===== config.mk =====
export PLATFORM = sky130hd
export DESIGN_NAME = rank_filter
export DESIGN_NICKNAME = d
export VERILOG_FILES = /design/src/rtl/rank_filter_pkg.sv /design/src/rtl/rank_filter_cmp_swap.sv /design/src/rtl/rank_filter.sv
export SDC_FILE = /design/constraint.sdc
export NUM_CORES = 1
export LEC_CHECK = 0
export CAP_MARGIN = 10
export CELL_PAD_IN_SITES_DETAIL_PLACEMENT = 0
export CELL_PAD_IN_SITES_GLOBAL_PLACEMENT = 2
export CORE_UTILIZATION = 40
export CTS_BUF_LIST = sky130_fd_sc_hd__clkbuf_8
export DETAILED_ROUTE_END_ITERATION = 8
export PLACE_DENSITY_LB_ADDON = 0.1
export SLEW_MARGIN = 10
export SYNTH_ARGS = -nofsm -noshare
export SYNTH_HDL_FRONTEND = slang
export SYNTH_SLANG_ARGS = --single-unit

===== constraint.sdc =====
create_clock -name CLK -period 4 [get_ports CLK]
set_input_delay 0.6 -clock CLK [delete_from_list [all_inputs] [get_ports CLK]]
set_output_delay 0.6 -clock CLK [all_outputs]
set_load 0.02 [all_outputs]

===== src/rtl/rank_filter_pkg.sv =====
// Shared types and helpers for the streaming rank-order filter.
package rank_filter_pkg;

  typedef enum logic [1:0] {S_COLLECT, S_SORT, S_OUT} state_t;

  function automatic int median_rank(input int n);
    return (n - 1) / 2;
  endfunction

endpackage


===== src/rtl/rank_filter_cmp_swap.sv =====
// Combinational compare-exchange cell: ascending, unsigned; equal inputs never swap.
module cmp_swap #(
  parameter int W = 8
) (
  input  logic [W-1:0] a,
  input  logic [W-1:0] b,
  input  logic         en,
  output logic [W-1:0] lo,
  output logic [W-1:0] hi
);

  always_comb begin
    lo = a;
    hi = b;
    if (en && (a > b)) begin
      lo = b;
      hi = a;
    end
  end

endmodule


===== src/rtl/rank_filter.sv =====
// Streaming rank-order filter: collect N samples, sort with an odd-even
// transposition network (one phase per cycle), emit the sample at the latched rank.
module rank_filter
  import rank_filter_pkg::*;
#(
  parameter  int W  = 8,
  parameter  int N  = 9,
  localparam int RW = $clog2(N)
) (
  input  logic          CLK,
  input  logic          nRST,
  input  logic [W-1:0]  DI,
  input  logic          DSI,
  input  logic [RW-1:0] RANK,
  output logic          RDY,
  output logic [W-1:0]  DO,
  output logic          DSO
);

  if (((N % 2) == 0) || (N < 3)) begin : g_param_check
    $error("rank_filter: N must be odd and >= 3");
  end

  localparam logic [RW-1:0] CNT_LAST = RW'(N - 1);

  state_t          r_state;
  state_t          w_state_nxt;
  logic [RW-1:0]   r_cnt;
  logic [RW-1:0]   r_rank;
  logic [W-1:0]    r_buf [N];
  logic [W-1:0]    r_do;
  logic            r_dso;

  logic [N-2:0]    w_en;
  logic [W-1:0]    w_lo [N-1];
  logic [W-1:0]    w_hi [N-1];
  logic [W-1:0]    w_sorted [N];
  logic [RW-1:0]   w_rank_clamped;
  logic            w_cnt_last;

  assign RDY            = (r_state == S_COLLECT);
  assign DO             = r_do;
  assign DSO            = r_dso;
  assign w_cnt_last     = (r_cnt == CNT_LAST);
  assign w_rank_clamped = (RANK > CNT_LAST) ? CNT_LAST : RANK;

  always_ff @(posedge CLK or negedge nRST) begin
    if (!nRST) r_state <= S_COLLECT;
    else       r_state <= w_state_nxt;
  end

  always_comb begin
    w_state_nxt = r_state;
    case (r_state)
      S_COLLECT: if (DSI && w_cnt_last) w_state_nxt = S_SORT;
      S_SORT:    if (w_cnt_last)        w_state_nxt = S_OUT;
      S_OUT:                            w_state_nxt = S_COLLECT;
      default:                          w_state_nxt = S_COLLECT;
    endcase
  end

  // Even phases enable cells 0,2,4..; odd phases enable 1,3,5..
  always_comb begin
    w_en = '0;
    for (int unsigned k = 0; k < N - 1; k++) begin
      w_en[k] = (r_state == S_SORT) && (r_cnt[0] == k[0]);
    end
  end

  for (genvar k = 0; k < N - 1; k++) begin : g_cs
    cmp_swap #(.W(W)) u_cs (
      .a  (r_buf[k]),
      .b  (r_buf[k+1]),
      .en (w_en[k]),
      .lo (w_lo[k]),
      .hi (w_hi[k])
    );
  end

  // Enabled cells in one phase never share an element, so only they write back.
  always_comb begin
    for (int unsigned i = 0; i < N; i++) begin
      w_sorted[i] = r_buf[i];
    end
    for (int unsigned k = 0; k < N - 1; k++) begin
      if (w_en[k]) begin
        w_sorted[k]   = w_lo[k];
        w_sorted[k+1] = w_hi[k];
      end
    end
  end

  always_ff @(posedge CLK or negedge nRST) begin
    if (!nRST) begin
      r_cnt  <= '0;
      r_rank <= '0;
      r_do   <= '0;
      r_dso  <= 1'b0;
      for (int unsigned i = 0; i < N; i++) begin
        r_buf[i] <= '0;
      end
    end else begin
      r_dso <= 1'b0;
      case (r_state)
        S_COLLECT: begin
          if (DSI) begin
            r_buf[0] <= DI;
            for (int unsigned i = 1; i < N; i++) begin
              r_buf[i] <= r_buf[i-1];
            end
            if (r_cnt == '0) r_rank <= w_rank_clamped;
            r_cnt <= w_cnt_last ? '0 : r_cnt + RW'(1);
          end
        end
        S_SORT: begin
          for (int unsigned i = 0; i < N; i++) begin
            r_buf[i] <= w_sorted[i];
          end
          r_cnt <= w_cnt_last ? '0 : r_cnt + RW'(1);
        end
        S_OUT: begin
          r_do  <= r_buf[r_rank];
          r_dso <= 1'b1;
        end
        default: r_cnt <= '0;
      endcase
    end
  end

endmodule


==> out/results.tsv, run 1 <==
metric	value	unit
initial antenna violation count	0	
DR WL/cell	18.9	um
R2R setup slack	1.42	ns
Pins Over Slew Limit	0	
global route overflow	0	
GP Congestion	0.847	
initial DRC count	223	
Critical R2R Launch	r_state[1]	
Avg Cell Area, Syn	9.61	um2
Core Region	15300	um2
VDD IR max	0.000319	V
RR Endpoint	r_buf[11]	
H-Tree Depth	3	
Total GRT Usage	0.221	
clock sinks	91	
Seq/Total Area, Yosys	0.361	
Syn Nets	738	
hold_buf cts	0	
antenna cells	0	
Die ar.	16300	um2
setup TNS	0	ns
Vias/cell	5.41	
CP Class	reg -> reg	
synth warn	0	
Max Fclk	388	MHz
die width	128	um
Fill cells	1570	
# rows	45	
crit path to	r_buf[11]	
asr flop ratio synth	1.00	
first-pass GRT wire length	27200	um
R2R cell count	6	
Area Growth Syn to Fin	9.59	%
routed via count	4812	
overall routed net length	16800	um
post-route cell area	6920	um2
leakage	0.00317	uW
Pwr per Cell Area	950	nW/um2
commonest cells after routing, fill and taps aside	a21oi_1, dfrtp_1, nor2_1	
period utilisation layout	0.644	
Post-DP HPWL	12900	um
CP Max Fanout	29	
vias in the first global route	4934	
Ports	25	
final core utilization	0.452	
CP startpoint	r_state[1]	
Post-synth EDFFs	0	
CP peak stage delay	0.69	ns
CP max-delay cell	nor2_4	
Post-Syn Area	6310	um2
RSZ-0062 raised after global routing	false	
Layout Nets	755	
Num CTS Buffers	9	
number of synthesized register bits	91	
Critical Path Stages	6	
most common cell after layout, fill and taps aside	a21oi_1	
Final ANT Viol Nets	0	
Port Buffers	24	
drt pass-1 iters	4	
buffer depth of the longest clock path	2	
Worst Max-Slew Pin Slew	1.09	ns
pin count of the biggest net entering global routing	53	
Clk Latency, worst-skew pair	0.38	ns
Buf/Inv on CP	1	
CP startpoint kind	register	
Syn Inst Count	657	
Crit path arrival time	2.88	ns
postcts setup bufs	0	
clock-pin slew on the worst setup and hold paths	0.10	ns
required time of the critical path	4.30	ns
DRC errors left	0	
CTS resizes	0	
CP top delay family	simple AND/OR/NAND/NOR gates	
synth unique cells	47	
fin crit period	2.58	ns
final hold vios	0	
CP Capture Type	register	
Die Span Y	128	um
outcome	finished clean	
Clock Skew	0.0135	ns
TritonCTS clock tree	built	
Final setup viols	0	
initial core utilization	0.412	
Cell Area, Placed	6750	um2
Max Cap Viol	0	
CTS root buffer	clkbuf_8	
layout cells sized above 1	0.0854	
Hold Path Class	in -> async	
worst-path cell chain	inv_2, nand2_2, nor2_4, o311ai_1, o211ai_2, mux2i_1	
Main synth FF type	dfrtp_1	
normalized max-slew margin	0.272	
==> metrics by stage <==
| step | hold WS (ns) | worst slack [ns] | power, uW | instances |
|---|---|---|---|---|
| 2_1_floorplan | 0.304 | 1.93 | 4880 | 657 |
| 3_3_place_gp | 0.512 | 1.37 | 5930 | 874 |
| 3_5_place_dp | 0.529 | 1.29 | 6020 | 874 |
| 4_1_cts | 0.263 | 1.39 | 6630 | 890 |
| 5_1_grt | 0.289 | 1.19 | 7220 | 890 |
| 6_report | 0.237 | 1.42 | 6580 | 890 |
==> logic make-up (layout without fill, tap and decap cells) <==
logic type / count (synthesis) / in the layout / share of synthesized area
compound gates: 156 / 156 / 0.153
flops: 91 / 91 / 0.361
simple gates: 153 / 153 / 0.109
fa+ha+maj: 66 / 66 / 0.131
buf+inv: 93 / 115 / 0.0586
mux: 98 / 98 / 0.187
==> how the worst min path moves through the flow <==
| stage | start | to | slack, ns | cells after the start |
|---|---|---|---|---|
| after floorplan | nRST | DO[0] | 0.30 | 0 |
| after global placement | DO[6] | DO[6] | 0.51 | 2 |
| after CTS | nRST | r_buf[65] | 0.26 | 1 |
| final | nRST | r_buf[65] | 0.24 | 1 |
| after global routing | nRST | r_buf[65] | 0.29 | 1 |
| after detailed placement | DO[5] | DO[5] | 0.53 | 2 |
==> per-layer routing <==
metal / global-route usage / share of wire / up-vias
li1: - / - / 2359
met5: 0 / 0 / -
met4: 0.102 / 0.032 / 0
met1: 0.305 / 0.49 / 2345
met3: 0.0302 / 0.030 / 29
met2: 0.342 / 0.45 / 79
==> flip-flops by register name (all words and copies together), names as in the netlist <==
name / flops
r_cnt: 4
r_rank: 4
DSO: 1
DO: 8
r_state: 2
r_buf: 72
==> cell usage after synthesis (2+ instances only) <==
master	number	area [um2]
a21oi_1	104	521
dfrtp_1	91	2280
nor2_1	90	338
mux2i_1	80	801
inv_1	69	259
ha_1	66	826
nand2_1	25	93.8
mux4_2	16	360
nand4_1	16	100
o21ai_0	12	60.1
clkbuf_1	11	41.3
o21ai_1	10	50.1
nor2b_1	7	43.8
o211ai_1	6	45.0
buf_2	5	25.0
buf_1	4	15.0
nand2b_1	4	25.0
a211oi_1	3	22.5
nand3_1	3	15.0
a21o_1	2	15.0
a22o_1	2	17.5
buf_4	2	15.0
nand2_2	2	12.5
nor2_4	2	22.5
o211ai_2	2	25.0
o21a_1	2	15.0
==> worst reg2reg max path: stages (launching register included) <==
cell	delay (ns)
dfrtp_1	0.47
inv_2	0.14
nand2_2	0.31
nor2_4	0.69
o311ai_1	0.31
o211ai_2	0.32
mux2i_1	0.27
==> power by group <==
part	internal [uW]	total [uW]	switching [uW]
Clock	224	590	366
Sequential	1370	1980	612
Combinational	1760	4010	2250
Total	3350	6580	3230
==> cell type report <==
cell class | count | area [um2] | area share
Multi-Input combinational cell | 473 | 3670 | 0.531
Sequential cell | 91 | 2280 | 0.329
Timing Repair Buffer | 29 | 275 | 0.0398
Tap cell | 211 | 264 | 0.0381
Inverter | 70 | 263 | 0.0380
Clock buffer | 9 | 124 | 0.0179
Clock inverter | 7 | 43.8 | 0.00633
Note: power is estimated with default switching activity, not from simulation.
==> inputs of run 2 (changes only) <==
==> constraint.sdc (replaced) <==
create_clock -name CLK -period 2.5 [get_ports CLK]
set_input_delay 0.375 -clock CLK [delete_from_list [all_inputs] [get_ports CLK]]
set_output_delay 0.375 -clock CLK [all_outputs]
set_load 0.02 [all_outputs]
==> run 2 against run 1 <==
Net effect:
- clock skew about the same
- combinational power increased by 76%
- design area increased by 4.8%
- via count increased by 3.0%
- largest cell class unchanged
- global-route usage increased by 0.54 points
- count of clock-buffer cells in the layout increased by 1
- largest power group unchanged
- power increased by 71%
- maximum frequency increased by 13%
==> out/results.tsv, run 2 (synthesized netlist as in run 1, its figures left out) <==
metric	value	unit
RSZ-0062 raised after global routing	false	
die width	128	um
overall routed net length	17200	um
buffer depth of the longest clock path	2	
GP Congestion	0.828	
H-Tree Depth	3	
Total GRT Usage	0.226	
CTS root buffer	clkbuf_8	
Layout Nets	786	
routed via count	4958	
Cell Area, Placed	6980	um2
Core Region	15300	um2
R2R cell count	8	
Post-DP HPWL	13400	um
period utilisation layout	0.913	
DRC errors left	0	
Clock Skew	0.0131	ns
Critical R2R Launch	r_buf[25]	
fin crit period	2.28	ns
initial core utilization	0.412	
CP Max Fanout	8	
clock-pin slew on the worst setup and hold paths	0.10	ns
Finished Layout Cells	921	
Largest Register	r_buf	
drt pass-1 iters	5	
Pins Over Slew Limit	0	
clock sinks	91	
Final ANT Viol Nets	0	
Vias/cell	5.38	
Max Cap Viol	0	
outcome	finished clean	
required time of the critical path	2.80	ns
Hold Path Class	in -> async	
Final setup viols	0	
Pwr per Cell Area	1550	nW/um2
first-pass GRT wire length	27900	um
Worst Max-Slew Pin Slew	0.865	ns
vias in the first global route	5144	
antenna cells	0	
Ports	25	
Num CTS Buffers	9	
TritonCTS clock tree	built	
initial DRC count	210	
global route overflow	0	
pin count of the biggest net entering global routing	39	
CP Capture Type	register	
Clk Latency, worst-skew pair	0.39	ns
normalized max-slew margin	0.423	
DR WL/cell	18.7	um
layout cells sized above 1	0.124	
Crit path arrival time	2.58	ns
post-route cell area	7250	um2
Die ar.	16300	um2
VDD IR max	0.000458	V
Port Buffers	24	
RR Endpoint	r_buf[33]	
# rows	45	
CP startpoint kind	register	
Die Span Y	128	um
initial antenna violation count	0	
Max Fclk	438	MHz
most common cell after layout, fill and taps aside	a21oi_1	
Fill cells	1498	
final hold vios	0	
post-placement cell count	901	
Area Growth Syn to Fin	14.9	%
max reg flops	72	
commonest cells after routing, fill and taps aside	a21oi_1, dfrtp_1, nor2_1	
leakage	0.00336	uW
setup TNS	0	ns
CP Class	reg -> reg	
R2R setup slack	0.22	ns
[run 2: cell count changes in the layout (fill, tap and decap cells not counted), moves of 2 or more]
cell	previous run	this run
bufinv_16	0	2
clkinv_2	4	2
clkinvlp_4	2	0
buf_12	0	3
buf_4	6	33
[run 2: worst max path at each step]
stage          startpoint         to  slack [ns]  cells after the start
3_3_place_gp    r_buf[49]  r_buf[50]        0.17                      9
2_1_floorplan   r_buf[13]   r_buf[0]        0.43                      7
3_5_place_dp    r_buf[25]  r_buf[33]        0.07                      8
6_report        r_buf[25]  r_buf[33]        0.22                      8
4_1_cts         r_buf[25]  r_buf[33]        0.03                      8
5_1_grt         r_buf[25]  r_buf[33]        0.06                      8
[run 2: timing repair]
item,4_1_cts,5_1_grt
setup buffers,0,3
hold buffers,1,0
setup endpoints to repair,0,19
gates resized for setup,0,1
hold endpoints to repair,35,0
[run 2: final cells by class]
type / count / area (um2) / share of cell area
well taps: 211 / 264 / 0.0364
multi-input cells: 473 / 3680 / 0.507
clock inverters: 6 / 87.6 / 0.0121
inverters: 70 / 263 / 0.0362
repair buffers: 60 / 548 / 0.0755
clock buffers: 10 / 138 / 0.0190
flip-flops and latches: 91 / 2280 / 0.314
[run 2: report_power, final]
group          switching, uW  internal, uW  total, uW
clock                    585           593       1180
sequential               875          2180       3060
combinational           3830          3200       7040
[run 2: metal layers]
metal	track usage	routed length [um]	up-vias
met1	0.305	8350	2427
li1	-	-	2434
met3	0.0239	402	23
met4	0.0768	320	0
met2	0.379	8130	74
met5	0	0	-
[run 2: through the flow]
step                      setup WS (ns)   util  hold slack [ns]  power [uW]
after global placement            0.169  0.456            0.387        9850
after global routing             0.0628  0.474            0.555       12300
after floorplan                   0.435      -           0.0794        7810
after detailed placement         0.0716  0.456            0.392        9980
final                             0.217  0.474            0.499       11300
after CTS                        0.0347  0.471            0.513       11200
[run 2: worst max-delay path, cell delays in order, from the launching register on]
cell and delay [ns]:
dfrtp_1 0.45, inv_1 0.11, ha_1 0.31, nor2b_1 0.15
o211ai_1 0.11, a211oi_2 0.31, nor2_1 0.12, a21oi_4 0.38
mux2i_1 0.24
==> inputs of run 3 (changes only) <==
--- a/config.mk
+++ b/config.mk
@@ -5,13 +5,15 @@
 export SDC_FILE = /design/constraint.sdc
 export NUM_CORES = 1
 export LEC_CHECK = 0
+export ABC_AREA = 1
 export CAP_MARGIN = 10
 export CELL_PAD_IN_SITES_DETAIL_PLACEMENT = 0
 export CELL_PAD_IN_SITES_GLOBAL_PLACEMENT = 2
-export CORE_UTILIZATION = 40
+export CORE_UTILIZATION = 37
 export CTS_BUF_LIST = sky130_fd_sc_hd__clkbuf_8
 export DETAILED_ROUTE_END_ITERATION = 8
 export PLACE_DENSITY_LB_ADDON = 0.1
+export SKIP_CTS_REPAIR_TIMING = 1
 export SLEW_MARGIN = 10
 export SYNTH_ARGS = -nofsm -noshare
 export SYNTH_HDL_FRONTEND = slang
==> run 3 against run 2 <==
Net effect:
- critical endpoint is now r_buf[54]
- design area decreased by 0.41%
- maximum frequency increased by 0.91%
- die area increased by 11%
- via count increased by 23%
- worst hold slack got worse by 0.14 ns
- highest routed layer unchanged
==> out/results.tsv, run 3 <==
metric	value	unit
Die Span Y	135	um
antenna cells	0	
Core Region	17200	um2
global route overflow	0	
CTS root buffer	clkbuf_8	
asr flop ratio synth	1.00	
DRC errors left	0	
Layout Nets	1025	
clock-pin slew on the worst setup and hold paths	0.11	ns
Post-DP HPWL	15300	um
most common cell in the netlist	nand2_1	
Worst Max-Slew Pin Slew	0.597	ns
normalized max-slew margin	0.601	
Max Cap Viol	0	
top cells by count, synth	nand2_1, o21ai_0, nand3_1, dfrtp_1, inv_1	
Syn Nets	1002	
Port Buffers	24	
CP peak stage delay	0.46	ns
TritonCTS clock tree	built	
RSZ-0062 raised after global routing	false	
R2R setup slack	0.24	ns
CP Capture Type	register	
H-Tree Depth	3	
buffer depth of the longest clock path	2	
pin count of the biggest net entering global routing	49	
Post-synth EDFFs	0	
overall routed net length	20200	um
post-synth top area cell	dfrtp_1	
worst hold slack	0.359	ns
initial DRC count	571	
Ports	25	
clock sinks	91	
setup TNS	0	ns
Largest Register	r_buf	
Hold Path Class	in -> async	
worst-path cell chain	inv_1, ha_1, nand2_1, nor2_1, nand2_1, nand2_1, nand2_2, nand2_2, nand2_2, nand2_1, nand2_1	
area share of the largest cell type after synthesis	0.350	
outcome	finished clean	
initial antenna violation count	0	
fin crit period	2.26	ns
Num CTS Buffers	9	
GP Congestion	0.824	
Crit path arrival time	2.57	ns
layout cells sized above 1	0.0622	
first-pass GRT wire length	32400	um
Avg Cell Area, Syn	7.06	um2
Post-Syn Area	6500	um2
synth unique cells	25	
Pins Over Slew Limit	0	
Main synth FF type	dfrtp_1	
Finished Layout Cells	1174	
Final setup viols	0	
CP max-delay cell	dfrtp_1	
Final ANT Viol Nets	0	
post-placement cell count	1157	
CP Max Fanout	10	
CP Class	reg -> reg	
max reg flops	72	
vias in the first global route	5747	
period utilisation layout	0.905	
leakage	0.00358	uW
top cells by area, synth	dfrtp_1, nand2_1, ha_1, o21ai_0, nand3_1	
Max Fclk	442	MHz
Cell Area, Placed	7010	um2
Syn Inst Count	921	
most frequent CP cell	nand2_1	
most common cell after layout, fill and taps aside	nand2_1	
Tot Pwr	10100	uW
Seq/Total Area, Yosys	0.350	
commonest cells after routing, fill and taps aside	nand2_1, o21ai_0, nand3_1	
# rows	48	
die width	135	um
final hold vios	0	
routed via count	6074	
Clock Skew	0.0219	ns
CP startpoint kind	register	
drt pass-1 iters	9	
Pwr per Cell Area	1400	nW/um2
required time of the critical path	2.81	ns
initial core utilization	0.377	
number of synthesized register bits	91	
Die ar.	18100	um2
DR WL/cell	17.2	um
Area Growth Syn to Fin	11.1	%
synth warn	0	
VDD IR max	0.000487	V
Vias/cell	5.17	
Clk Latency, worst-skew pair	0.41	ns
post-route cell area	7220	um2
Total GRT Usage	0.237	
## run 3: changes by cell type after synthesis, sizes merged, moves of 7 or more
cell	previous run	this run
mux4	16	0
o211ai	8	0
o21ai	23	128
nand4	16	5
nand2	27	306
a21oi	105	70
inv	70	91
nand3	4	93
mux2i	80	0
nor2b	7	0
nor2	93	24
## run 3: path summary, 6_finish.rpt
kind / from / to / cells past startpoint
hold reg to reg: r_buf[4] / r_buf[4] / 2
setup / recovery: r_buf[55] / r_buf[54] / 11
min in group CLK: r_buf[4] / r_buf[4] / 2
setup reg to reg: r_buf[55] / r_buf[54] / 11
hold / removal: nRST / r_buf[31] / 2
max in group asynchronous: nRST / r_buf[65] / 3
## run 3: layer usage
| layer | track usage | wire length [um] |
|---|---|---|
| met3 | 0.0345 | 650 |
| met1 | 0.336 | 9930 |
| met4 | 0.0749 | 364 |
| met5 | 0 | 0 |
| met2 | 0.370 | 9210 |
## run 3: final cells by class
cell class	count	area, um2
clock inverters	7	75.1
well taps	225	282
flip-flops and latches	91	2280
fillers	1798	10000
clock buffers	9	124
multi-input cells	703	3700
repair buffers	46	418
inverters	93	349
## run 3: logic make-up (layout without fill, tap and decap cells)
group,Yosys count,count (layout),share of synthesized area
AND/OR/NAND/NOR,430,430,0.278
flip-flops,91,91,0.350
buffers and inverters,127,155,0.0818
adder cells (fa/ha/maj),66,66,0.127
AO/OA/AOI/OAI,207,207,0.163
## run 3: power breakdown
group,internal (uW),switching [uW]
registers,2070,733
clock network,468,617
logic,2170,4030
## run 3: through the flow
step / utilization / worst slack (ns)
detailed placement: 0.407 / 0.0736
global route: 0.419 / 0.0419
global placement: 0.407 / 0.0616
finish: 0.419 / 0.238
floorplan: - / 0.818
CTS: 0.418 / 0.0339
## run 3: worst max-delay path: cells and delay by family, from the launching register on
family,cells,cell delay [ns]
adders and majority gates,1,0.31
and+or+nand+nor,9,1.27
DFF,1,0.46
buffers and inverters,1,0.12
